## config.mk

```make
export PLATFORM = sky130hd
export DESIGN_NAME = utxd_pkt_sched_flat
export DESIGN_NICKNAME = d
export VERILOG_FILES = /design/src/rtl/utxd_pkt_sched_if.sv /design/src/rtl/utxd_pkt_sched.sv /design/src/flat_wrapper.sv
export SDC_FILE = /design/constraint.sdc
export NUM_CORES = 1
export LEC_CHECK = 0
export CORE_ASPECT_RATIO = 0.8
export CORE_MARGIN = 1
export CORE_UTILIZATION = 44
export CTS_CLUSTER_SIZE = 20
export DETAILED_ROUTE_END_ITERATION = 7
export GPL_TIMING_DRIVEN = 0
export PLACE_DENSITY = 0.72
export SLEW_MARGIN = 40
export SYNTH_ARGS = -nofsm -noshare
export SYNTH_HDL_FRONTEND = slang
export SYNTH_SLANG_ARGS = --single-unit
```

## constraint.sdc

```tcl
create_clock -name clk -period 1.8 [get_ports clk]
set_input_delay 0.18 -clock clk [delete_from_list [all_inputs] [get_ports clk]]
set_output_delay 0.18 -clock clk [all_outputs]
set_load 0.02 [all_outputs]
```

## src/rtl/utxd_pkt_sched_if.sv

```systemverilog
// ---------------------------------------------------------------------------
// utxd_pkt_sched_if
// Bundles the requester, buffer-read and byte-transmitter signals of the
// packet scheduler.
//   req        : per-requester packet request (held until done/err)
//   len0/len1  : packet length per requester, 0..2^AW bytes
//   rd_addr    : byte index into the granted requester's buffer
//   rd_dat0/1  : buffer read data, valid one cycle after rd_addr
//   grant      : one-hot grant, high for the whole packet
//   done/err   : one-cycle completion / watchdog-abort pulse
//   busy       : scheduler is not idle
//   tx_st      : one-cycle transmitter start pulse
//   tx_dat     : byte to the transmitter, stable from tx_st to tx_ce_stop
//   tx_ce_stop : transmitter end-of-stop-bit strobe
// Modports: master = scheduler side, slave = requesters/buffers/transmitter.
// ---------------------------------------------------------------------------
interface utxd_pkt_sched_if #(
    parameter int AW = 4
);
    logic [1:0]    req;
    logic [AW:0]   len0;
    logic [AW:0]   len1;
    logic [AW-1:0] rd_addr;
    logic [7:0]    rd_dat0;
    logic [7:0]    rd_dat1;
    logic [1:0]    grant;
    logic [1:0]    done;
    logic [1:0]    err;
    logic          busy;
    logic          tx_st;
    logic [7:0]    tx_dat;
    logic          tx_ce_stop;

    modport master (
        input  req, len0, len1, rd_dat0, rd_dat1, tx_ce_stop,
        output rd_addr, grant, done, err, busy, tx_st, tx_dat
    );

    modport slave (
        output req, len0, len1, rd_dat0, rd_dat1, tx_ce_stop,
        input  rd_addr, grant, done, err, busy, tx_st, tx_dat
    );
endinterface

```

## src/rtl/utxd_pkt_sched.sv

```systemverilog
// ---------------------------------------------------------------------------
// utxd_pkt_sched
// Packet-level round-robin scheduler in front of a single-byte UART
// transmitter. Two requesters each own a buffer holding a packet of up to
// 2^AW bytes; a whole packet is the unit of grant. For the granted packet
// each byte is fetched, launched with one tx_st pulse and its stop-bit
// completion (tx_ce_stop) is awaited before the next byte. A watchdog aborts
// the packet with an err pulse if a frame never completes.
// Ports:
//   clk      : system clock
//   rst      : synchronous active-high reset
//   sched_if : utxd_pkt_sched_if master modport (requests, buffer read,
//              grant/done/err/busy, transmitter st/dat/ce_stop)
// ---------------------------------------------------------------------------
module utxd_pkt_sched #(
    parameter int AW        = 4,
    parameter int TO_CYCLES = 8191
) (
    input  logic              clk,
    input  logic              rst,
    utxd_pkt_sched_if.master  sched_if
);

    localparam int WW = $clog2(TO_CYCLES + 1);

    typedef enum logic [2:0] {
        IDLE,
        FETCH,
        LOAD,
        START,
        WAIT,
        FIN
    } state_e;

    state_e        state_q, state_d;
    logic [1:0]    grant_q, grant_d;
    logic          last_q, last_d;
    logic [AW:0]   cnt_q, cnt_d;
    logic [AW-1:0] addr_q, addr_d;
    logic [WW-1:0] wd_q, wd_d;
    logic [7:0]    txdat_q, txdat_d;

    logic          pick;
    logic [AW:0]   sel_len;
    logic          wd_limit;
    logic          abort;

    // Arbitration: a lone requester wins outright; on a tie the requester
    // that was not served last wins. last_q holds the index of the last
    // served requester and resets to 1 so requester 0 wins the first tie.
    always_comb begin
        if (sched_if.req == 2'b11) begin
            pick = ~last_q;
        end else begin
            pick = sched_if.req[1];
        end
        sel_len  = pick ? sched_if.len1 : sched_if.len0;
        wd_limit = (wd_q == WW'(TO_CYCLES - 1));
        // A completion strobe in the same cycle as the limit takes priority.
        abort    = (state_q == WAIT) && !sched_if.tx_ce_stop && wd_limit;
    end

    // State and datapath registers.
    always_ff @(posedge clk) begin
        if (rst) begin
            state_q <= IDLE;
            grant_q <= 2'b00;
            last_q  <= 1'b1;
            cnt_q   <= '0;
            addr_q  <= '0;
            wd_q    <= '0;
            txdat_q <= 8'hFF;
        end else begin
            state_q <= state_d;
            grant_q <= grant_d;
            last_q  <= last_d;
            cnt_q   <= cnt_d;
            addr_q  <= addr_d;
            wd_q    <= wd_d;
            txdat_q <= txdat_d;
        end
    end

    // Next-state and datapath update. Each byte walks FETCH (address out),
    // LOAD (synchronous read data captured into tx_dat), START (launch) and
    // WAIT (stop-bit completion or watchdog). A zero-length packet skips
    // straight to FIN so it completes without touching the transmitter.
    always_comb begin
        state_d = state_q;
        grant_d = grant_q;
        last_d  = last_q;
        cnt_d   = cnt_q;
        addr_d  = addr_q;
        wd_d    = wd_q;
        txdat_d = txdat_q;
        case (state_q)
            IDLE: begin
                if (sched_if.req != 2'b00) begin
                    grant_d = pick ? 2'b10 : 2'b01;
                    cnt_d   = sel_len;
                    addr_d  = '0;
                    state_d = (sel_len == '0) ? FIN : FETCH;
                end
            end
            FETCH: begin
                state_d = LOAD;
            end
            LOAD: begin
                txdat_d = grant_q[1] ? sched_if.rd_dat1 : sched_if.rd_dat0;
                state_d = START;
            end
            START: begin
                wd_d    = '0;
                state_d = WAIT;
            end
            WAIT: begin
                if (sched_if.tx_ce_stop) begin
                    // Address wraps to 0 after the last byte of a full
                    // 2^AW packet; no fetch follows, so this is harmless.
                    cnt_d   = cnt_q - (AW + 1)'(1);
                    addr_d  = addr_q + AW'(1);
                    state_d = (cnt_q == (AW + 1)'(1)) ? FIN : FETCH;
                end else if (wd_limit) begin
                    last_d  = grant_q[1];
                    grant_d = 2'b00;
                    state_d = IDLE;
                end else begin
                    wd_d = wd_q + WW'(1);
                end
            end
            FIN: begin
                last_d  = grant_q[1];
                grant_d = 2'b00;
                state_d = IDLE;
            end
            default: begin
                state_d = IDLE;
            end
        endcase
    end

    // Outputs. err is taken from the abort condition itself so the pulse
    // lands in the last WAIT cycle while grant still names the requester.
    always_comb begin
        sched_if.busy    = (state_q != IDLE);
        sched_if.tx_st   = (state_q == START);
        sched_if.done    = (state_q == FIN) ? grant_q : 2'b00;
        sched_if.err     = abort ? grant_q : 2'b00;
        sched_if.grant   = grant_q;
        sched_if.rd_addr = addr_q;
        sched_if.tx_dat  = txdat_q;
    end

endmodule

```

## src/flat_wrapper.sv

```systemverilog
// flat-port wrapper written by rule: the top's interface ports become plain ports
module utxd_pkt_sched_flat 
#(
    parameter int AW        = 4,
    parameter int TO_CYCLES = 8191
)
  (clk, rst, sched_if_req, sched_if_len0, sched_if_len1, sched_if_rd_dat0, sched_if_rd_dat1, sched_if_tx_ce_stop, sched_if_rd_addr, sched_if_grant, sched_if_done, sched_if_err, sched_if_busy, sched_if_tx_st, sched_if_tx_dat);
  utxd_pkt_sched_if #(.AW(AW)) sched_if_i ();
  input  logic clk;
  input  logic rst;
  input wire logic [$bits(sched_if_i.req)-1:0] sched_if_req;
  input wire logic [$bits(sched_if_i.len0)-1:0] sched_if_len0;
  input wire logic [$bits(sched_if_i.len1)-1:0] sched_if_len1;
  input wire logic [$bits(sched_if_i.rd_dat0)-1:0] sched_if_rd_dat0;
  input wire logic [$bits(sched_if_i.rd_dat1)-1:0] sched_if_rd_dat1;
  input wire logic [$bits(sched_if_i.tx_ce_stop)-1:0] sched_if_tx_ce_stop;
  output wire logic [$bits(sched_if_i.rd_addr)-1:0] sched_if_rd_addr;
  output wire logic [$bits(sched_if_i.grant)-1:0] sched_if_grant;
  output wire logic [$bits(sched_if_i.done)-1:0] sched_if_done;
  output wire logic [$bits(sched_if_i.err)-1:0] sched_if_err;
  output wire logic [$bits(sched_if_i.busy)-1:0] sched_if_busy;
  output wire logic [$bits(sched_if_i.tx_st)-1:0] sched_if_tx_st;
  output wire logic [$bits(sched_if_i.tx_dat)-1:0] sched_if_tx_dat;
  assign sched_if_i.req = sched_if_req;
  assign sched_if_i.len0 = sched_if_len0;
  assign sched_if_i.len1 = sched_if_len1;
  assign sched_if_i.rd_dat0 = sched_if_rd_dat0;
  assign sched_if_i.rd_dat1 = sched_if_rd_dat1;
  assign sched_if_i.tx_ce_stop = sched_if_tx_ce_stop;
  assign sched_if_rd_addr = sched_if_i.rd_addr;
  assign sched_if_grant = sched_if_i.grant;
  assign sched_if_done = sched_if_i.done;
  assign sched_if_err = sched_if_i.err;
  assign sched_if_busy = sched_if_i.busy;
  assign sched_if_tx_st = sched_if_i.tx_st;
  assign sched_if_tx_dat = sched_if_i.tx_dat;
  utxd_pkt_sched #(.AW(AW), .TO_CYCLES(TO_CYCLES)) u_core (.clk(clk), .rst(rst), .sched_if(sched_if_i));
endmodule
```

==> summary.txt <==
Routing
  • Detailed Routing Iterations Pass 1: 4
  • Iter 0 DRT Violations: 167
  • Detailed-route DRC error count: 0
  • Via-to-Cell Ratio: 5.67
  • Final WL: 5.78 mm
  • Number of nets with antenna violations after routing: 0
  • Routed vias: 2088
  • Wire per inst: 15.7 µm

Final layout
  • ANT cells: 0
  • Highest-count cells in the layout ignoring fill and taps: clkdlybuf4s50_1 (43), dfxtp_1 (24), buf_4 (23), nor2_1 (18), mux2i_1 (13)
  • Fillers: 348
  • Share of cells above drive strength 1: 30.2%
  • Commonest non-fill, non-tap cell in the layout: clkdlybuf4s50_1
  • Final Net Count: 347
  • Layout area overhead: 51.5%
  • Final Cell Area: 3080 µm²

Hold path
  • Hold Path Cell Cnt: 3
  • Class of the worst hold path: in -> reg
  • Min-delay src: sched_if_tx_ce_stop
  • Hold EP: u_core.state_q[0]$_SDFFE_PP0P_

Global route
  • First-pass GRT wire length: 8.93 mm
  • Initial antenna violation count: 0
  • Total grt overflow: 0
  • Total GRT Usage: 23.6%
  • Number of global-route vias before repair: 1883
  • Largest net degree at the start of global routing: 11

Logic synthesis
  • Mapped Cells: 235
  • Largest family of logic cells by synthesized area: simple AND/OR/NAND/NOR gates
  • Ys async rst share: 0%
  • Largest cells by area after synthesis: dfxtp_1 (35%), mux2i_1 (6.4%), a21oi_1 (3.9%)
  • Synth Cell Area: 2030 µm²
  • Synth Area in Adders: 3.08%
  • Synth Warn #: 0
  • Simple-Gate Fraction of Synth Area: 24.9%
  • Cell taking the most area after synthesis: dfxtp_1
  • Seq/Total Area, Yosys: 35.5%
  • Post-synth net total: 271
  • Xor/xnor share of the synthesized area: 0.863%
  • Post-synthesis mux area share: 9.18%
  • Synth cell types: 46
  • Compound-Gate Fraction of Synth Area: 20.5%
  • Synth top area share: 35.5%
  • Register bit total from synthesis: 36
  • Top_reg_cell synth: dfxtp_1
  • Post-synth EDFFs: 0
  • Synth Area per Inst: 8.64 µm²

STA
  • Tightest Pin Transition: 0.507 ns
  • Worst clock skew: 0.00549 ns
  • Setup ws final: -0.260 ns
  • Final Hold Vio Count: 0
  • Final max-slew violation count: 0
  • TNS Setup: -0.712 ns
  • Unrepaired setup endpoints after global routing: yes
  • Crit path time final: 2.06 ns
  • Fmax: 486 MHz
  • Finish-stage setup viols: 8
  • Hold Slack: 0.431 ns
  • Slew HR: 66.0%
  • Tcrit/Tclk final: 114%

Place
  • # port buffers: 50
  • Gpl congestion: 0.796
  • Placed inst area: 2610 µm²
  • Detailed Place HPWL: 3.77 mm

Floorplanning
  • Die area: 4890 µm²
  • Total core area: 4310 µm²
  • Chip Width: 78.0 µm
  • I/O pins: 51
  • Floorplan row count: 21
  • Chip height: 62.8 µm
  • Initial Utilization: 47.1%

Setup path
  • R2R setup slack: -0.07 ns
  • Worst r2r src: u_core.state_q[0]$_SDFFE_PP0P_
  • Maximum fanout along the worst path: 3
  • CP startpoint kind: flip-flop
  • Crit. End Element: output pin
  • Worst EP arrival: 1.88 ns
  • RR Endpoint: u_core.wd_q[5]$_SDFFE_PP0P_
  • Worst R2R Path Depth: 7
  • Critical path class: reg -> out
  • Worst EP required: 1.62 ns

Run status
  • Status: finished, violations left
  • Failing checks: setup timing

Clock tree
  • CTS Buffer Depth: 2
  • Root buffer cell: clkbuf_8
  • TritonCTS buffer count: 5
  • Hold Buf Count CTS: 0
  • Reg clk slew, reported paths: 0.07 ns
  • Sink Count: 36
  • TritonCTS clock tree: yes
  • H-tree Lvls: 2
  • Worst-Skew Late Latency: 0.30 ns

Power
  • P_leak: 0.00114 µW
  • Worst IR Drop VDD: 0.000492 V
  • Pwr dens: 662 nW/µm²

Flow run
  • Max-cap violations: 0
## worst max-delay path by stage
stage                                   start         endpoint  slack [ns]  cells after the start
6_report          u_core.wd_q[0]$_SDFFE_PP0P_  sched_if_err[1]       -0.26                      8
5_1_grt           u_core.wd_q[0]$_SDFFE_PP0P_  sched_if_err[1]       -0.34                      8
4_1_cts        u_core.state_q[0]$_SDFFE_PP0P_  sched_if_err[1]       -0.33                      7
3_5_place_dp      u_core.wd_q[2]$_SDFFE_PP0P_  sched_if_err[1]       -0.82                      7
3_3_place_gp      u_core.wd_q[2]$_SDFFE_PP0P_  sched_if_err[1]       -0.81                      7
2_1_floorplan  u_core.state_q[0]$_SDFFE_PP0P_  sched_if_err[0]       -0.02                      7
## power breakdown
group / internal (µW) / switching, µW / total [µW]
clock network: 263 / 294 / 557
logic: 296 / 297 / 593
registers: 847 / 40.2 / 887
total: 1410 / 632 / 2040
## state kept, by name, summed over array words and instances, names as in the netlist
register	flops
u_core.wd_q	13
u_core.sched_if.tx_dat	8
u_core.cnt_q	5
u_core.sched_if.rd_addr	4
u_core.state_q	3
u_core.sched_if.grant	2
u_core.last_q	1
## critical path, stage by stage, from the launching register on
cell,delay [ns]
dfxtp_2,0.33
inv_2,0.07
ha_4,0.12
nand4_1,0.18
nor4_4,0.33
buf_6,0.16
buf_8,0.09
and3b_2,0.18
buf_6,0.12
## cell type report
| class | count | area [µm²] | area share, % |
|---|---|---|---|
| multi-input combinational | 175 | 1360 | 44.2 |
| tap | 57 | 71.3 | 2.32 |
| sequential | 36 | 748 | 24.3 |
| clock buffer | 6 | 72.6 | 2.36 |
| timing repair buffer | 75 | 702 | 22.8 |
| buffer | 11 | 91.3 | 2.97 |
| inverter | 7 | 26.3 | 0.854 |
| clock inverter | 1 | 5.00 | 0.163 |
## stage by stage
| stage | total power [µW] | setup slack [ns] | utilization, % | instances |
|---|---|---|---|---|
| CTS | 1970 | -0.335 | 65.7 | 360 |
| global route | 2140 | -0.339 | 71.4 | 368 |
| floorplan | 1180 | -0.0170 | - | 235 |
| global placement | 1390 | -0.807 | 60.6 | 342 |
| detailed placement | 1390 | -0.825 | 60.6 | 342 |
| finish | 2040 | -0.260 | 71.4 | 368 |
## cells by family (layout without fill, tap and decap cells)
| group | count (synthesis) | in the layout |
|---|---|---|
| buf+inv | 24 | 100 |
| compound gates | 63 | 63 |
| mux | 18 | 18 |
| fa+ha+maj | 5 | 5 |
| xor+xnor | 2 | 2 |
| flops | 36 | 36 |
| simple gates | 87 | 87 |
## cells in the mapped netlist (2+ instances only)
cell	instances
nor3_1	9
clkbuf_1	8
nand2_1	7
nand4_1	6
ha_1	5
or2_2	3
mux2i_1	13
dfxtp_1	36
a32oi_1	2
nor2_1	21
a21oi_1	16
and3b_1	3
buf_2	2
o21ai_0	11
buf_1	3
o31ai_1	9
buf_6	2
and3_1	6
a311oi_1	2
inv_1	7
and2_1	2
mux2_2	5
o21a_1	2
nand2b_1	3
a31oi_1	6
and4_1	2
nand3_1	6
or4_1	8
a211o_1	8
or3_1	6
## what timing repair did
action | CTS | global route
endpoints found under the setup margin | 36 | 32
buffers inserted | 12 | 14
gates resized for setup | 39 | 59
hold endpoints to repair | 0 | 0
cloned | 0 | 0
pin swaps | 8 | 16
## layer usage
metal / vias up / global-route usage (%) / part of all wire, %
li1: 1035 / - / -
met1: 990 / 32.3 / 47
met2: 57 / 35.4 / 46
met3: 6 / 8.18 / 6.0
met4: 0 / 6.02 / 1.1
met5: - / 0 / 0
No activity file was read; power rests on OpenSTA's default activity.
